--- config.mk ---
export PLATFORM = sky130hd
export DESIGN_NAME = pipe_stall_ctrl
export DESIGN_NICKNAME = d
export VERILOG_FILES = /design/src/rtl/pipe_stall_ctrl_pkg.sv /design/src/rtl/pipe_stall_ctrl_hazard_detect.sv /design/src/rtl/pipe_stall_ctrl.sv
export SDC_FILE = /design/constraint.sdc
export NUM_CORES = 1
export LEC_CHECK = 0
export CORE_UTILIZATION = 39
export DETAILED_ROUTE_END_ITERATION = 6
export PLACE_DENSITY = 0.8
export SETUP_SLACK_MARGIN = 0.3
export SKIP_CTS_REPAIR_TIMING = 1
export SLEW_MARGIN = 20
export SYNTH_ARGS = -nofsm -noshare
export SYNTH_HDL_FRONTEND = slang
export SYNTH_SLANG_ARGS = --single-unit
export TNS_END_PERCENT = 100
--- constraint.sdc ---
create_clock -name clk -period 1.9 [get_ports clk]
set_input_delay 0.38 -clock clk [delete_from_list [all_inputs] [get_ports clk]]
set_output_delay 0.38 -clock clk [all_outputs]
set_load 0.02 [all_outputs]
--- src/rtl/pipe_stall_ctrl_pkg.sv ---
// Shared definitions for the pipeline stall/flush sequencer.
//   - psc_state_e : sequencer state encoding
//   - psc_ctrl_t  : bundle of stall/flush/divider control outputs
//   - default parameter values for divider latency, counter and register index widths
package pipe_stall_ctrl_pkg;

    localparam int unsigned PSC_DIV_LATENCY  = 34;
    localparam int unsigned PSC_CNT_W        = 6;
    localparam int unsigned PSC_REGFILE_BITS = 5;

    typedef enum logic [1:0] {
        PSC_IDLE     = 2'd0,
        PSC_DIV_RUN  = 2'd1,
        PSC_DIV_HOLD = 2'd2
    } psc_state_e;

    typedef struct packed {
        logic stall_if;
        logic stall_id;
        logic stall_ex;
        logic stall_mem;
        logic flush_id;
        logic flush_ex;
        logic flush_mem;
        logic flush_wb;
        logic div_start;
        logic div_busy;
    } psc_ctrl_t;

endpackage

--- src/rtl/pipe_stall_ctrl_hazard_detect.sv ---
// Load-use hazard comparator. Purely combinational.
// Ports:
//   ex_valid_i, ex_is_load_i, ex_rd_i : load instruction currently in EX
//   id_rs1_i/id_rs2_i, id_use_rs1_i/id_use_rs2_i : sources read by the ID instruction
//   load_use_o : ID consumes the load result next cycle and must wait one cycle
module pipe_stall_ctrl_hazard_detect
    import pipe_stall_ctrl_pkg::*;
#(
    parameter int unsigned REGFILE_BITS = PSC_REGFILE_BITS
) (
    input  logic                    ex_valid_i,
    input  logic                    ex_is_load_i,
    input  logic [REGFILE_BITS-1:0] ex_rd_i,
    input  logic [REGFILE_BITS-1:0] id_rs1_i,
    input  logic [REGFILE_BITS-1:0] id_rs2_i,
    input  logic                    id_use_rs1_i,
    input  logic                    id_use_rs2_i,
    output logic                    load_use_o
);

    logic rd_nonzero;
    logic rs1_hit;
    logic rs2_hit;

    // x0 is hardwired to zero, so a load into x0 never creates a dependency.
    assign rd_nonzero = (ex_rd_i != '0);
    assign rs1_hit    = id_use_rs1_i && (id_rs1_i == ex_rd_i);
    assign rs2_hit    = id_use_rs2_i && (id_rs2_i == ex_rd_i);
    assign load_use_o = ex_valid_i && ex_is_load_i && rd_nonzero && (rs1_hit || rs2_hit);

endmodule

--- src/rtl/pipe_stall_ctrl.sv ---
// Central stall/flush sequencer for the 5-stage pipeline.
// Resolves memory wait, control-flow redirects, multi-cycle divide and
// load-use hazards by driving the stall/flush controls of the pipeline registers.
// Ports:
//   clk, rst                 : clock, asynchronous active-high reset
//   id_rs1/2, id_use_rs1/2   : ID-stage source operands
//   ex_valid, ex_rd, ex_is_load, ex_is_div, ex_redirect : EX-stage status
//   mem_wait                 : memory not ready, freeze the pipe
//   stall_if/id/ex/mem       : hold PC / pipeline register
//   flush_id/ex/mem/wb       : zero pipeline register on next edge
//   div_start, div_busy      : divider launch pulse and busy indication
module pipe_stall_ctrl
    import pipe_stall_ctrl_pkg::*;
#(
    parameter int unsigned DIV_LATENCY  = PSC_DIV_LATENCY,
    parameter int unsigned CNT_W        = PSC_CNT_W,
    parameter int unsigned REGFILE_BITS = PSC_REGFILE_BITS
) (
    input  logic                    clk,
    input  logic                    rst,
    input  logic [REGFILE_BITS-1:0] id_rs1,
    input  logic [REGFILE_BITS-1:0] id_rs2,
    input  logic                    id_use_rs1,
    input  logic                    id_use_rs2,
    input  logic                    ex_valid,
    input  logic [REGFILE_BITS-1:0] ex_rd,
    input  logic                    ex_is_load,
    input  logic                    ex_is_div,
    input  logic                    ex_redirect,
    input  logic                    mem_wait,
    output logic                    stall_if,
    output logic                    stall_id,
    output logic                    stall_ex,
    output logic                    stall_mem,
    output logic                    flush_id,
    output logic                    flush_ex,
    output logic                    flush_mem,
    output logic                    flush_wb,
    output logic                    div_start,
    output logic                    div_busy
);

    // The launch cycle itself counts as the first of DIV_LATENCY cycles and the
    // cnt==0 cycle as the last, hence the reload value of DIV_LATENCY-2.
    localparam logic [CNT_W-1:0] CNT_LOAD = CNT_W'(DIV_LATENCY - 2);

    psc_state_e       state_q, state_d;
    logic [CNT_W-1:0] cnt_q, cnt_d;
    logic             div_done_q, div_done_d;
    logic             load_use;
    logic             div_launch;
    psc_ctrl_t        ctrl;

    pipe_stall_ctrl_hazard_detect #(
        .REGFILE_BITS (REGFILE_BITS)
    ) u_hazard_detect (
        .ex_valid_i   (ex_valid),
        .ex_is_load_i (ex_is_load),
        .ex_rd_i      (ex_rd),
        .id_rs1_i     (id_rs1),
        .id_rs2_i     (id_rs2),
        .id_use_rs1_i (id_use_rs1),
        .id_use_rs2_i (id_use_rs2),
        .load_use_o   (load_use)
    );

    // In the first IDLE cycle after a divide the finished div is still in EX;
    // div_done keeps it from being launched a second time.
    assign div_launch = ex_valid && ex_is_div && !div_done_q;

    always_comb begin
        state_d    = state_q;
        cnt_d      = cnt_q;
        div_done_d = 1'b0;
        ctrl       = '0;

        unique case (state_q)
            PSC_IDLE: begin
                if (mem_wait) begin
                    ctrl.stall_if  = 1'b1;
                    ctrl.stall_id  = 1'b1;
                    ctrl.stall_ex  = 1'b1;
                    ctrl.stall_mem = 1'b1;
                end else if (ex_redirect) begin
                    ctrl.flush_id = 1'b1;
                    ctrl.flush_ex = 1'b1;
                end else if (div_launch) begin
                    ctrl.div_start = 1'b1;
                    ctrl.stall_if  = 1'b1;
                    ctrl.stall_id  = 1'b1;
                    ctrl.stall_ex  = 1'b1;
                    ctrl.flush_mem = 1'b1;
                    state_d        = PSC_DIV_RUN;
                    cnt_d          = CNT_LOAD;
                end else if (load_use) begin
                    ctrl.stall_if = 1'b1;
                    ctrl.stall_id = 1'b1;
                    ctrl.flush_ex = 1'b1;
                end
            end

            PSC_DIV_RUN: begin
                ctrl.div_busy  = 1'b1;
                ctrl.stall_if  = 1'b1;
                ctrl.stall_id  = 1'b1;
                ctrl.stall_ex  = 1'b1;
                ctrl.flush_mem = 1'b1;
                // The divider free-runs, so counting continues through mem_wait.
                if (cnt_q != '0) begin
                    cnt_d = cnt_q - CNT_W'(1);
                end else if (mem_wait) begin
                    state_d = PSC_DIV_HOLD;
                end else begin
                    state_d    = PSC_IDLE;
                    div_done_d = 1'b1;
                end
            end

            PSC_DIV_HOLD: begin
                ctrl.div_busy  = 1'b1;
                ctrl.stall_if  = 1'b1;
                ctrl.stall_id  = 1'b1;
                ctrl.stall_ex  = 1'b1;
                ctrl.stall_mem = 1'b1;
                if (!mem_wait) begin
                    state_d    = PSC_IDLE;
                    div_done_d = 1'b1;
                end
            end

            default: begin
                state_d = PSC_IDLE;
                cnt_d   = '0;
            end
        endcase

        // During reset every pipeline register is cleared and nothing is held.
        if (rst) begin
            ctrl           = '0;
            ctrl.flush_id  = 1'b1;
            ctrl.flush_ex  = 1'b1;
            ctrl.flush_mem = 1'b1;
            ctrl.flush_wb  = 1'b1;
        end
    end

    always_ff @(posedge clk or posedge rst) begin
        if (rst) begin
            state_q    <= PSC_IDLE;
            cnt_q      <= '0;
            div_done_q <= 1'b0;
        end else begin
            state_q    <= state_d;
            cnt_q      <= cnt_d;
            div_done_q <= div_done_d;
        end
    end

    assign stall_if  = ctrl.stall_if;
    assign stall_id  = ctrl.stall_id;
    assign stall_ex  = ctrl.stall_ex;
    assign stall_mem = ctrl.stall_mem;
    assign flush_id  = ctrl.flush_id;
    assign flush_ex  = ctrl.flush_ex;
    assign flush_mem = ctrl.flush_mem;
    assign flush_wb  = ctrl.flush_wb;
    assign div_start = ctrl.div_start;
    assign div_busy  = ctrl.div_busy;

endmodule
==> qor.csv <==
stage,metric,value,unit
floorplan,pin_count,34,
final_layout,fin_cells,189,
cts,cts.sinks,9,
floorplan,core,2022,µm²
grt,grt_pass1_wl,4167,µm
sta,finalCriticalPeriod,2.082,ns
synth,synth_top_area_cell,dfrtp_1,
synth,synth-compound-area-share,0.2188,
routing,firstDrtPassIters,4,
synth,netlist_instances,94,
sta,finalCritPeriodShare,1.096,
pwr,comb_power_share,0.814,
pwr,intPower,1.508,mW
cts,insertion_delay,0.27,ns
pwr,powerDensity,1511,nW/µm²
final_layout,antenna_cells,0,
cts,h-tree-depth,1,
grt,grt_max_degree,10,
sta,hold_viol,0,
outcome,violations,negative setup slack,
synth,synth_edf_count,0,
sta,slew-limit-headroom,0.6908,
sta,setup_viol,6,
floorplan,die_w,49.05,µm
worst_setup_path,arrival,1.70,ns
placed_design,placed_cells,171,
synth,synthMuxAreaShare,0.03478,
sta,max_clock_freq,0.4804,GHz
cts,clockBufferDepth,2,
final_layout,nets,192,
floorplan,start_util,0.4270,
synth,synthAdderAreaFrac,0.07246,
worst_setup_path,cp_data_required_time,1.52,ns
worst_setup_path,cpPeakStageDelay,0.40,ns
floorplan,num_rows,16,
pwr,peakVddDrop,0.001357,V
grt,overflow,0,
synth,synth_top_family_by_area,simple AND/OR/NAND/NOR gates,
worst_setup_path,slowest_stage,dfrtp_1,
routing,final_antenna_net_count,0,
synth,async_reset_ff_frac,1.000,
routing,routed_wire_length_per_instance,19.34,µm
synth,synth_xor_area_frac,0.1014,
worst_setup_path,rrSetupSlack,0.09,ns
floorplan,die_area,2406,µm²
sta,maxSlewViolCount,0,
synth,ys_types,42,
pwr,power,2.724,mW
final_layout,drive_gt1_frac,0.5247,
pwr,clkPwrFrac,0.054,
worst_setup_path,start_kind,flip-flop,
pwr,seqPwrFrac,0.132,
placed_design,hpwl,2040,µm
cts,cts_buffers,3,
sta,skew,0.01564,ns
routing,drc,0,
sta,worst_slack,-0.1817,ns
cts,cts_tree,built,
worst_setup_path,path_cells,and4bb_2 -> o21ai_2 -> a211oi_4 -> o21bai_4 -> buf_6,
worst_setup_path,cp-end-kind,output port,
final_layout,area_delta_synth_final,108.8,%
worst_setup_path,cp_max_fo,2,
worst_hold_path,hold_path.class,in2async,
cts,clkTransAtPathRegs,0.07,ns
synth,synth_fp_nets,123,
outcome,status,"finished, violations left",
run,drv_cap,0,
synth,synth_ff_type,dfrtp_1,
synth,yosys.area_share.simple,0.2449,
synth,synth-seq-cells,9,
pwr,swShare,0.4464,
floorplan,die_y,49.05,µm
pwr,leakage,0.9269,nW
grt,grt_usage,0.2269,
synth,syn_area,863.3,µm²
sta,rsz0062_at_grt,true,
synth,ys_top_cells_by_area,"dfrtp_1 (26%), xor2_1 (8.1%), ha_1 (7.2%)",
synth,yosys_warnings,0,
sta,worstMarginPinSlew,0.4612,ns
synth,syn_area_per_cell,9.184,µm²
grt,grt_antenna_before_repair,0,
routing,totalWireLength,3656,µm
synth,yosysTopAreaCellShare,0.2609,
final_layout,nFillCells,92,
placed_design,io_buffers,33,
synth,yosysSeqAreaShare,0.2609,
pwr,netSwitchingPower,1.216,mW
cts,cts_root_buffer,clkbuf_4,
worst_setup_path,crit_type,reg2out,
placed_design,gp_congestion,0.8011,
worst_setup_path,r2r_cells,8,
routing,num_vias,1051,
grt,grt_pass1_vias,972,
routing,viasPerCell,5.561,
routing,drt_iter0_markers,39,
==> final cells by class <==
type / count / area, µm² / area share
inverter: 9 / 36.28 / 0.02012
clock buffer: 4 / 26.28 / 0.01457
multi-input combinational: 72 / 800.8 / 0.4441
sequential: 9 / 225.2 / 0.1249
tap: 27 / 33.78 / 0.01874
timing repair buffer: 68 / 680.7 / 0.3775
==> critical path: cells and delay by family, from the launching register on <==
family	cells	cell delay [ns]
AO/OA/AOI/OAI	3	0.54
flip-flops	1	0.40
AND/OR/NAND/NOR	1	0.35
buffers and inverters	1	0.14
==> layer usage <==
| metal | part of all wire | global-route usage | vias up |
|---|---|---|---|
| met5 | 0 | 0 | - |
| met4 | 0.014 | 0.05392 | 0 |
| met3 | 0.048 | 0.05296 | 10 |
| met2 | 0.57 | 0.4444 | 40 |
| met1 | 0.37 | 0.2398 | 524 |
| li1 | - | - | 477 |
==> cell usage in the layout (no fill, tap or decap), types with 2 or more instances in the layout <==
cell,n
ha_1,2
clkdlybuf4s50_1,4
nand2_1,2
o211ai_1,2
xor2_1,5
nor2_1,6
buf_6,16
inv_1,5
a21oi_1,2
clkbuf_4,3
and2_1,2
dfrtp_1,9
a21oi_2,2
nor4_2,2
mux2i_1,3
nor4_4,2
o21ai_2,2
dlymetal6s2s_1,20
xor2_2,3
xnor2_1,2
ha_4,3
nand3_1,2
inv_2,3
nor3_2,2
buf_4,28
==> sequential cells by signal, summed over array words and instances (netlist names) <==
| signal | count |
|---|---|
| state_q | 2 |
| div_done_q | 1 |
| cnt_q | 6 |
==> kinds of logic (layout without fill, tap and decap cells) <==
family / after synthesis / after routing
AO/OA/AOI/OAI: 22 / 22
XOR/XNOR: 10 / 10
adder cells (fa/ha/maj): 5 / 5
buffers and inverters: 13 / 81
flip-flops: 9 / 9
multiplexers: 3 / 3
AND/OR/NAND/NOR: 32 / 32
==> power groups by stage <==
stage / clock network (mW) / logic [mW] / registers (mW)
2_1_floorplan: 0 / 0.966 / 0.332
3_3_place_gp: 0 / 1.48 / 0.344
3_5_place_dp: 0 / 1.55 / 0.351
4_1_cts: 0.143 / 1.56 / 0.348
5_1_grt: 0.162 / 2.35 / 0.364
6_report: 0.148 / 2.22 / 0.359
==> cell usage after synthesis, types with 3 or more instances <==
cell type,count
dfrtp_1,9
inv_1,9
xor2_1,8
nor2_1,7
ha_1,5
a21oi_1,4
nand3_1,4
nor4_1,4
mux2i_1,3
nand2_1,3
o2bb2ai_1,3
==> stage by stage <==
stage	util	hold WS [ns]	TNS, ns	setup slack [ns]	instance area, µm²
6_report	0.8917	0.4290	-0.7695	-0.1817	1803
3_5_place_dp	0.6962	0.5723	-5.276	-0.8707	1408
3_3_place_gp	0.6962	0.5251	-4.754	-0.7808	1408
4_1_cts	0.7092	0.5826	-5.572	-0.8800	1434
2_1_floorplan	-	0.2163	0	0.06378	914.6
5_1_grt	0.8917	0.4455	-1.059	-0.2285	1803
==> final timing paths <==
kind / end / startpoint
max: stall_id / div_done_q
min: div_done_q / rst
max reg2reg: cnt_q[4] / state_q[0]
min reg2reg: cnt_q[1] / cnt_q[1]
max in group asynchronous: cnt_q[0] / rst
min in group clk: cnt_q[1] / cnt_q[1]
Note: power is estimated with default switching activity, not from simulation.
==> patch 1: new RTL, same settings <==
Re-encode `psc_state_e` (3 states) as one-hot, 3 bits wide.
--- a/src/rtl/pipe_stall_ctrl_pkg.sv
+++ b/src/rtl/pipe_stall_ctrl_pkg.sv
@@ -10,6 +10,6 @@
 
-    typedef enum logic [1:0] {
-        PSC_IDLE     = 2'd0,
-        PSC_DIV_RUN  = 2'd1,
-        PSC_DIV_HOLD = 2'd2
+    typedef enum logic [2:0] {
+        PSC_IDLE     = 3'b001,
+        PSC_DIV_RUN  = 3'b010,
+        PSC_DIV_HOLD = 3'b100
     } psc_state_e;
Check against the original RTL: no difference found for any inputs over 10 cycles, from zero or initial values and one cycle with rst high; not proved beyond that.
==> patch 1 against the unedited design <==
The flow still finishes with violations (setup timing). Sequential share of layout area is 0.92 points higher. Worst hold slack got worse by 0.10 ns. Sequential cell count is 1 higher. Final cell count rose by 5.3%. Utilization up 1.8 points. Cell area rose by 4.0%. Synthesized area grew 3.8%. Clock skew fell by 0.011 ns. Synthesized cell count up 12%. Wire length is 14% higher. Worst setup slack worse by 0.15 ns. Critical path type unchanged. Critical endpoint is now flush_ex. Largest cell class unchanged.
Power is left out: it rests on default switching activity, and per cell area and clock period it moved more than threefold.
==> patch 1: results (changes against the unedited design) <==
\begin{tabular}{lr}
\hline
Metric & Value \\
\hline
\multicolumn{2}{l}{\textbf{Yosys}} \\
\quad Library cells used by synthesis & 39 (was 42) \\
\quad Sequential area share after synthesis & 28.1\% (was 26.1\%) \\
\quad List of most frequent post-synthesis cells & 11 x nor2\_1, 9 x dfrtp\_1, 8 x xor2\_1 (was 9 x dfrtp\_1, 9 x inv\_1, 8 x xor2\_1) \\
\quad Post-synthesis cell count & 105 (was 94) \\
\quad Area contributors post-synth & dfrtp\_1 25\%, xor2\_1 7.8\%, nor2\_1 4.6\%, xnor2\_1 3.9\%, nor4\_1 3.5\% (was dfrtp\_1 26\%, xor2\_1 8.1\%, ha\_1 7.2\%, inv\_1 3.9\%, mux2i\_1 3.5\%) \\
\multicolumn{2}{l}{\textbf{Outcome}} \\
\quad Result of the run & finished, violations left (unchanged) \\
\quad Failing checks & setup timing (unchanged) \\
\multicolumn{2}{l}{\textbf{Finish}} \\
\quad Buffering overhead & 37.6\% (was 37.8\%) \\
\quad Sequential share of cell area & 13.4\% (was 12.5\%) \\
\quad Number of fillers in the final layout & 90 (was 92) \\
\quad Number of logic inverters in the finished layout & 7 (was 9) \\
\quad Layout cells sized above 1 & 55.8\% (was 52.5\%) \\
\quad Largest registers & cnt\_q x6, state\_q x3, div\_done\_q x1 (was cnt\_q x6, state\_q x2, div\_done\_q x1) \\
\multicolumn{2}{l}{\textbf{GRT}} \\
\quad Maximum number of pins on one net before global-route repair & 14 (was 10) \\
\quad Vias in the first global route & 1157 (was 972) \\
\multicolumn{2}{l}{\textbf{Worst setup path}} \\
\quad End of the worst register-to-register path & cnt\_q[5] (was cnt\_q[4]) \\
\quad Startpoint of the lowest-slack register-to-register path & cnt\_q[1] (was state\_q[0]) \\
\quad R2R cell count & 6 (was 8) \\
\multicolumn{2}{l}{\textbf{Route}} \\
\quad Met1 wire length & 1570 um (was 1340 um) \\
\quad Met3 routed WL & 232 um (was 174 um) \\
\multicolumn{2}{l}{\textbf{STA}} \\
\quad Post-layout worst setup margin & -0.328 ns (was -0.182 ns) \\
\quad Final setup violation count & 12 (was 6) \\
\quad Worst hold slack & 0.326 ns (was 0.429 ns) \\
\multicolumn{2}{l}{\textbf{Placement}} \\
\quad Minimum setup slack after placement & -1.02 ns (was -0.871 ns) \\
\quad Routability cong. & 0.879 (was 0.801) \\
\quad Detailed placement HPWL & 2300 um (was 2040 um) \\
\quad Number of placed cells counting well taps & 185 (was 171) \\
\hline
\end{tabular}
[patch 1: layer usage]
metal,track usage [%],vias to the layer above
met5,0,-
met1,31.3,578
li1,-,520
met4,13.3,0
met2,44.4,74
met3,8.02,13
[patch 1: critical path, stage by stage, from the launching register on]
cell and delay, ns:
dfstp_2 0.60, nand2b_4 0.07, or3_4 0.36, o41ai_2 0.34, buf_4 0.20
[patch 1: logic make-up after synthesis]
group                    synth area share, %
flip-flops                              28.1
adder cells (fa/ha/maj)                 1.40
XOR/XNOR                                11.7
AND/OR/NAND/NOR                         30.7
AO/OA/AOI/OAI                           19.3
buffers and inverters                   8.80
[patch 1: worst max path at each step]
stage                           from       end  slack [ns]  depth (start not counted)
after floorplan           state_q[0]  flush_ex       -0.05                          3
after global placement      ex_rd[3]  flush_ex       -0.89                          6
after detailed placement    ex_rd[3]  flush_ex       -1.02                          6
after CTS                   ex_rd[3]  flush_ex       -1.02                          6
after global routing      state_q[0]  stall_id       -0.36                          6
final                     state_q[0]  flush_ex       -0.33                          4
==> patch 2: new RTL, same flow settings <==
Made on the original files. `PSC_CNT_W`: 6 -> 12.
--- a/src/rtl/pipe_stall_ctrl_pkg.sv
+++ b/src/rtl/pipe_stall_ctrl_pkg.sv
@@ -7,3 +7,3 @@
     localparam int unsigned PSC_DIV_LATENCY  = 34;
-    localparam int unsigned PSC_CNT_W        = 6;
+    localparam int unsigned PSC_CNT_W        = 12;
     localparam int unsigned PSC_REGFILE_BITS = 5;
Function: no difference found for any inputs over 10 cycles, from zero or initial values and one cycle with rst high; that may be too few to reach the edited logic, so the function may still have changed.
==> patch 2 against the unedited design <==
The run still ends with setup timing left. Count of clock-buffer cells in the layout stayed put. Wire length is 10% higher. Sequential cell count is 6 higher. Synthesized area is 32% higher. Global-route usage is 1.6 points lower. Cell area is 17% higher. Total power is 32% higher. Worst setup slack worse by 0.039 ns. Fmax is 1.8% lower. Largest power group unchanged. Highest routed layer unchanged.
==> patch 2: results (changes against the unedited design) <==
\begin{tabular}{lr}
\hline
Metric & Value \\
\hline
\multicolumn{2}{l}{\textbf{Worst setup path}} \\
\quad Setup slack of the most critical reg-to-reg path & -0.19 ns (was 0.09 ns) \\
\quad End of the worst register-to-register path & cnt\_q[5] (was cnt\_q[4]) \\
\quad Startpoint of the lowest-slack register-to-register path & state\_q[1] (was state\_q[0]) \\
\quad Crit path max fanout & 3 (was 2) \\
\multicolumn{2}{l}{\textbf{Finish}} \\
\quad Largest registers & cnt\_q x12, state\_q x2, div\_done\_q x1 (was cnt\_q x6, state\_q x2, div\_done\_q x1) \\
\quad Non-filler instance count after layout & 231 (was 189) \\
\quad Number of fillers in the final layout & 170 (was 92) \\
\multicolumn{2}{l}{\textbf{GRT}} \\
\quad Vias in the first global route & 1153 (was 972) \\
\quad Tot GR Track Use & 21.1\% (was 22.7\%) \\
\quad First-pass GRT wire length & 5170 um (was 4170 um) \\
\quad Maximum number of pins on one net before global-route repair & 16 (was 10) \\
\multicolumn{2}{l}{\textbf{Yosys}} \\
\quad Synthesized Nets & 157 (was 123) \\
\quad Post-synthesis cell count & 127 (was 94) \\
\quad List of most frequent post-synthesis cells & 15 x dfrtp\_1, 12 x nor2\_1, 11 x xnor2\_1 (was 9 x dfrtp\_1, 9 x inv\_1, 8 x xor2\_1) \\
\quad Sequential area share after synthesis & 33.0\% (was 26.1\%) \\
\quad Library cells used by synthesis & 39 (was 42) \\
\multicolumn{2}{l}{\textbf{Hold path}} \\
\quad Hold Crit Depth & 2 \\
\quad Hold WC Path Type & register to register (was input port to async pin) \\
\multicolumn{2}{l}{\textbf{STA}} \\
\quad Max Clock Skew & 0.000714 ns (was 0.0156 ns) \\
\quad Final setup violation count & 11 (was 6) \\
\quad Post-layout worst setup margin & -0.220 ns (was -0.182 ns) \\
\multicolumn{2}{l}{\textbf{Route}} \\
\quad Routed wire per std cell & 17.5 um (was 19.3 um) \\
\quad 1st-iter DRT viols & 51 (was 39) \\
\multicolumn{2}{l}{\textbf{Placement}} \\
\quad Routability cong. & 0.908 (was 0.801) \\
\quad Number of placed cells counting well taps & 210 (was 171) \\
\quad Detailed placement HPWL & 2550 um (was 2040 um) \\
\multicolumn{2}{l}{\textbf{Pwr}} \\
\quad Maximum vdd drop & 1670 uV (was 1360 uV) \\
\quad Static leakage & 0.986 nW (was 0.927 nW) \\
\multicolumn{2}{l}{\textbf{Outcome}} \\
\quad Result of the run & finished, violations left (unchanged) \\
\quad Failing checks & setup timing (unchanged) \\
\hline
\end{tabular}
-- patch 2: worst max path at each step --
| stage | endpoint | cells after the start | start |
|---|---|---|---|
| 2_1_floorplan | stall_if | 6 | state_q[1] |
| 3_3_place_gp | flush_ex | 7 | ex_rd[3] |
| 3_5_place_dp | flush_ex | 7 | ex_rd[3] |
| 4_1_cts | flush_ex | 7 | ex_rd[3] |
| 5_1_grt | stall_if | 7 | state_q[0] |
| 6_report | stall_if | 6 | state_q[0] |
-- patch 2: metrics by stage --
stage	area, um2	setup WS [ns]	hold WS, ns	util [%]	setup TNS [ns]
6_report	2110	-0.220	0.568	76.5	-1.59
5_1_grt	2110	-0.307	0.600	76.5	-2.45
4_1_cts	1750	-1.01	0.578	63.4	-8.38
3_5_place_dp	1720	-1.00	0.563	62.5	-11.59
3_3_place_gp	1720	-0.917	0.527	62.5	-10.68
2_1_floorplan	1210	-0.0523	0.287	-	-0.0523
-- patch 2: area by class of cell --
| type | count | area (um2) | share of cell area [%] |
|---|---|---|---|
| Clock buffer | 4 | 26.3 | 1.25 |
| Inverter | 9 | 38.8 | 1.84 |
| Multi-Input combinational cell | 99 | 986 | 46.8 |
| Sequential cell | 15 | 378 | 17.9 |
| Tap cell | 31 | 38.8 | 1.84 |
| Timing Repair Buffer | 73 | 641 | 30.4 |
-- patch 2: cells by family (layout without fill, tap and decap cells) --
| family | count (synthesis) | count (layout) | synth area share (%) |
|---|---|---|---|
| AO/OA/AOI/OAI | 24 | 24 | 14.6 |
| XOR/XNOR | 16 | 16 | 12.3 |
| adder cells (fa/ha/maj) | 6 | 6 | 6.59 |
| buffers and inverters | 14 | 86 | 5.93 |
| flip-flops | 15 | 15 | 33.0 |
| multiplexers | 1 | 1 | 0.879 |
| AND/OR/NAND/NOR | 51 | 52 | 26.7 |
-- patch 2: worst reg2reg max path, cell delays in order, from the launching register on --
cell	delay, ns
dfrtp_1	0.42
buf_4	0.15
buf_4	0.14
ha_4	0.16
a21oi_2	0.17
o21a_4	0.17
nand4b_1	0.15
or4b_1	0.49
o2111ai_1	0.14
-- patch 2: power breakdown --
group          switching (mW)  internal (mW)  total [mW]
sequential              0.158          0.453       0.611
combinational            1.35           1.45        2.79
clock                   0.102         0.0816       0.183
-- patch 2: metal layers --
metal  part of all wire [%]  global-route usage, %
met1                     38                   24.8
met2                     55                   37.9
met3                    4.3                   2.56
met4                    2.6                   9.41
met5                      0                      0
